## config.mk

```make
export PLATFORM = sky130hd
export DESIGN_NAME = gnrl_ltch_wrctl
export DESIGN_NICKNAME = d
export VERILOG_FILES = /design/src/rtl/gnrl_ltch_wrctl.sv
export SDC_FILE = /design/constraint.sdc
export NUM_CORES = 1
export LEC_CHECK = 0
export CAP_MARGIN = 20
export CORE_ASPECT_RATIO = 2
export CORE_MARGIN = 2
export CORE_UTILIZATION = 29
export DETAILED_ROUTE_END_ITERATION = 10
export HOLD_SLACK_MARGIN = 0.12
export PLACE_DENSITY = 0.62
export SYNTH_ARGS = -nofsm -noshare
export SYNTH_HDL_FRONTEND = slang
export SYNTH_SLANG_ARGS = --single-unit
```

## constraint.sdc

```tcl
create_clock -name clk -period 1.7 [get_ports clk]
set_clock_uncertainty 0.15 [all_clocks]
set_input_delay 0.17 -clock clk [delete_from_list [all_inputs] [get_ports clk]]
set_output_delay 0.17 -clock clk [all_outputs]
set_load 0.02 [all_outputs]
```

## src/rtl/gnrl_ltch_wrctl.sv

```systemverilog
// Write-port sequencer for a latch-based register file: valid/ready intake, staged data bus,
// and a flop-sourced one-hot latch enable with a WRITE cycle followed by a HOLD cycle.
module gnrl_ltch_wrctl #(
   parameter int unsigned DW      = 32,
   parameter int unsigned NUM     = 32,
   parameter int unsigned AW      = 5,
   parameter bit          R0_ZERO = 1'b1
) (
   input  logic           clk,
   input  logic           rst_n,
   input  logic           i_valid,
   output logic           i_ready,
   input  logic [AW-1:0]  i_addr,
   input  logic [DW-1:0]  i_data,
   output logic [NUM-1:0] o_lden,
   output logic [DW-1:0]  o_dnxt,
   output logic           o_busy,
   output logic           o_wr_err
);

   typedef enum logic [1:0] {StIdle, StWrite, StHold} state_e;

   state_e         state_q, state_d;
   logic [AW-1:0]  addr_q, addr_d;
   logic [DW-1:0]  dnxt_q, dnxt_d;
   logic [NUM-1:0] lden_q, lden_d;
   logic           wr_err_q, wr_err_d;

   logic accept;
   logic addr_in_range;
   logic addr_writable;

   assign i_ready       = (state_q != StWrite);
   assign o_busy        = (state_q != StIdle);
   assign accept        = i_valid & i_ready;
   assign addr_in_range = (32'(i_addr) < NUM);
   assign addr_writable = addr_in_range && !(R0_ZERO && (i_addr == '0));

   always_comb begin
      state_d  = state_q;
      addr_d   = addr_q;
      dnxt_d   = dnxt_q;
      lden_d   = '0;
      wr_err_d = 1'b0;

      unique case (state_q)
         StIdle:  if (accept) state_d = StWrite;
         StWrite: state_d = StHold;
         StHold:  state_d = accept ? StWrite : StIdle;
         default: state_d = StIdle;
      endcase

      // Enable is decoded at accept so it is a clean flop output for the whole WRITE cycle.
      if (accept) begin
         addr_d   = i_addr;
         dnxt_d   = i_data;
         wr_err_d = !addr_in_range;
         for (int unsigned k = 0; k < NUM; k++) begin
            lden_d[k] = addr_writable && (32'(i_addr) == k);
         end
      end
   end

   always_ff @(posedge clk or negedge rst_n) begin
      if (!rst_n) begin
         state_q  <= StIdle;
         addr_q   <= '0;
         dnxt_q   <= '0;
         lden_q   <= '0;
         wr_err_q <= 1'b0;
      end else begin
         state_q  <= state_d;
         addr_q   <= addr_d;
         dnxt_q   <= dnxt_d;
         lden_q   <= lden_d;
         wr_err_q <= wr_err_d;
      end
   end

   assign o_lden   = lden_q;
   assign o_dnxt   = dnxt_q;
   assign o_wr_err = wr_err_q;

   a_valid_known: assert property (@(posedge clk) disable iff (!rst_n) !$isunknown(i_valid))
      else $fatal(1, "i_valid is X out of reset");
   a_lden_onehot0: assert property (@(posedge clk) disable iff (!rst_n) $onehot0(o_lden))
      else $fatal(1, "o_lden is not onehot0");

endmodule

```

==> impl_results.rst, run 1 <==
.. list-table::
   :header-rows: 1

   * - Metric
     - Value
   * - Crit path capture type
     - output port
   * - Number of antenna violations at the first check in global routing
     - 0
   * - Maximum fanout encountered on the critical timing path
     - 3
   * - Vert. Die Dim
     - 131 µm
   * - Core area
     - 7830 µm²
   * - # H-tree levels
     - 3
   * - GRT Residual Overflow
     - 0
   * - Pins over their slew limit
     - 0
   * - Clock Path Buffers
     - 2
   * - Startpoint of the worst register-to-register path
     - state_q[0]
   * - Via count of the routed design
     - 1655
   * - Detail Route Antenna Nets
     - 0
   * - Wire length per cell
     - 14.2 µm
   * - CP startpoint
     - state_q[0]
   * - DRT iter0 DRCs
     - 34
   * - Share of synthesized registers carrying an async set or reset
     - 1.00
   * - Part of the Yosys area used for sequential elements
     - 0.701
   * - Syn Inst Count
     - 158
   * - Area of all placed cells without fillers
     - 3870 µm²
   * - Post-DP HPWL
     - 4160 µm
   * - Number of global-route vias before repair
     - 1755
   * - Initial standard-cell utilization of the core
     - 0.297
   * - Warnings, synthesis
     - 0
   * - Total setup violations reported at the end of the flow
     - 0
   * - Post-synth top area cell
     - sky130_fd_sc_hd__dfrtp_1
   * - Minimum clock period after layout
     - 1.62 ns
   * - Wire length reported by the detailed router
     - 5430 µm
   * - Via/cell ratio
     - 4.34
   * - Netlist Area Pre-Place
     - 2320 µm²
   * - Number of synthesized register bits
     - 65
   * - Non-filler instance count after layout
     - 381
   * - First drt pass iteration count
     - 4
   * - Synth unique cells
     - 21
   * - Kind of launch point of the worst setup path
     - flip-flop
   * - Routability cong.
     - 0.802
   * - Worst Path Required
     - 1.38 ns
   * - Global-route wire length before repair
     - 8470 µm
   * - Synthesized area divided by synthesized cell count
     - 14.7 µm²
   * - Path class of the lowest-slack min-delay path
     - input pin to asynchronous set/reset pin
   * - Die extent in x
     - 67.3 µm
   * - Max VDD drop
     - 646 µV
   * - Hold Vio Cnt, Final
     - 0
   * - Unrepaired setup endpoints after global routing
     - false
   * - Highest achievable clock rate
     - 616 MHz
   * - Final antenna diode count
     - 0
   * - Leading register cell type out of synthesis
     - sky130_fd_sc_hd__dfrtp_1
   * - Clock transition at the registers of the reported paths
     - 0.05 ns
   * - Placed Cells incl. Taps
     - 365
   * - Sinks on the clock net
     - 65
   * - Insertion delay to the later sink of the worst-skew pair
     - 0.32 ns
   * - CTS tree
     - built
   * - Placed inst area
     - 3560 µm²
   * - Number of flops mapped to enable cells by yosys
     - 0
   * - Fraction of final layout cells with drive strength greater than 1
     - 0.221
   * - Final net count
     - 321
   * - Pin count of the biggest net entering global routing
     - 23
   * - Post-route DRC
     - 0
   * - Top cell type's share of synthesized area
     - 0.701
   * - Pwr Density
     - 1130 nW/µm²
   * - Most instantiated library cell after synthesis
     - sky130_fd_sc_hd__dfrtp_1
   * - Area growth from synthesis to layout
     - 67.0%
   * - Die area
     - 8780 µm²
   * - Commonest cells in the synthesized netlist
     - sky130_fd_sc_hd__dfrtp_1 (65), sky130_fd_sc_hd__mux2_2 (31), sky130_fd_sc_hd__nor2_1 (23), sky130_fd_sc_hd__nor3_1 (8), sky130_fd_sc_hd__nand2b_1 (5)
   * - Root buffer selected by CTS
     - sky130_fd_sc_hd__clkbuf_16
   * - Setup TNS Final
     - 0 ns
   * - Final critical-path share of the clock period
     - 0.955
   * - Overall fraction of global-route tracks in use
     - 0.131
   * - Leakage power
     - 0.00168 µW
   * - Count of pins on the block boundary
     - 107
   * - Max Cap Violations
     - 0
   * - Placement Rows
     - 46
   * - Worst EP arrival
     - 1.30 ns
   * - Status
     - completed
   * - PortBufs
     - 104
   * - Start-to-end type of the worst setup path
     - flip-flop to output port
   * - Number of clock buffers inserted by TritonCTS
     - 9
   * - Leading post-synthesis cells by cell area
     - sky130_fd_sc_hd__dfrtp_1 (70%), sky130_fd_sc_hd__mux2_2 (15%), sky130_fd_sc_hd__nor2_1 (3.7%)
[report_power, final]
group          internal [µW]  switching, µW  total [µW]
logic                    428            352         780
registers               1670           59.0        1730
clock network           1270            609        1880
total                   3370           1020        4390
[worst paths after layout]
path	to	slack, ns	cells past startpoint
min in group clk	o_dnxt[27]	0.30	2
max in group asynchronous	o_lden[22]	0.59	3
max	o_busy	0.08	2
min reg2reg	state_q[0]	0.31	1
max reg2reg	o_lden[18]	0.16	4
min	o_dnxt[23]	0.21	2
[worst max-delay path, cell delays in order, from the launching register on]
cell and delay [ns]:
sky130_fd_sc_hd__dfrtp_1 0.40, sky130_fd_sc_hd__or2_2 0.29, sky130_fd_sc_hd__clkdlybuf4s15_1 0.29
[registers in the layout, indices dropped and copies added, names as in the netlist]
signal and flops:
o_dnxt 32, o_lden 31, state_q 2
[stage by stage]
stage	setup slack, ns	util	power, µW	hold slack, ns
6_report	0.0771	0.495	4390	0.208
5_1_grt	0.0263	0.495	4610	0.239
4_1_cts	0.0335	0.495	4470	0.213
3_5_place_dp	-0.0198	0.454	2550	0.0125
3_3_place_gp	0.0371	0.454	2530	0.0128
2_1_floorplan	0.220	-	2100	-0.276
[kinds of logic after synthesis]
group	share of synthesized area
other	0.00162
multiplexers	0.155
flip-flops	0.701
AND/OR/NAND/NOR	0.115
buffers and inverters	0.0275
[layout make-up]
type,instances,area [µm²]
Inverter,1,3.75
Timing Repair Buffer,118,1180
Fill cell,722,3950
Sequential cell,65,1630
Clock inverter,5,81.3
Multi-Input combinational cell,86,634
Clock buffer,10,229
Tap cell,96,120
[metal layers]
metal	track usage	vias up	wire length, µm
met4	0.0540	0	79
li1	-	767	-
met1	0.144	788	2070
met5	0	-	0
met3	0.0582	5	661
met2	0.218	95	2620
[placed cells by master, fill, tap and decap left out, types with 3 or more instances in the layout]
cell	count
sky130_fd_sc_hd__clkdlybuf4s50_1	101
sky130_fd_sc_hd__nor3_1	8
sky130_fd_sc_hd__dfrtp_1	65
sky130_fd_sc_hd__clkbuf_16	9
sky130_fd_sc_hd__mux2_2	31
sky130_fd_sc_hd__buf_4	10
sky130_fd_sc_hd__nor2_1	23
sky130_fd_sc_hd__nand2_1	4
sky130_fd_sc_hd__nand2b_1	5
sky130_fd_sc_hd__buf_12	3
[what timing repair did]
| item | in CTS | in global routing |
|---|---|---|
| hold buffers | 1 | 0 |
| buffers inserted | 0 | 0 |
| setup endpoints to repair | 2 | 1 |
| gates resized for setup | 2 | 1 |
| hold endpoints to repair | 65 | 0 |
(Power assumes the default switching activity.)
==> run 2, diff against run 1 <==
- TNS_END_PERCENT: not set -> 30
==> results of run 2 <==
Same layout as run 1: the final DEF is identical, and so are final timing and power.
==> run 3, diff against run 2 <==
- CTS_CLUSTER_DIAMETER: not set -> 100
==> results of run 3 <==
Same layout as run 1: the final DEF is identical, and so are final timing and power.
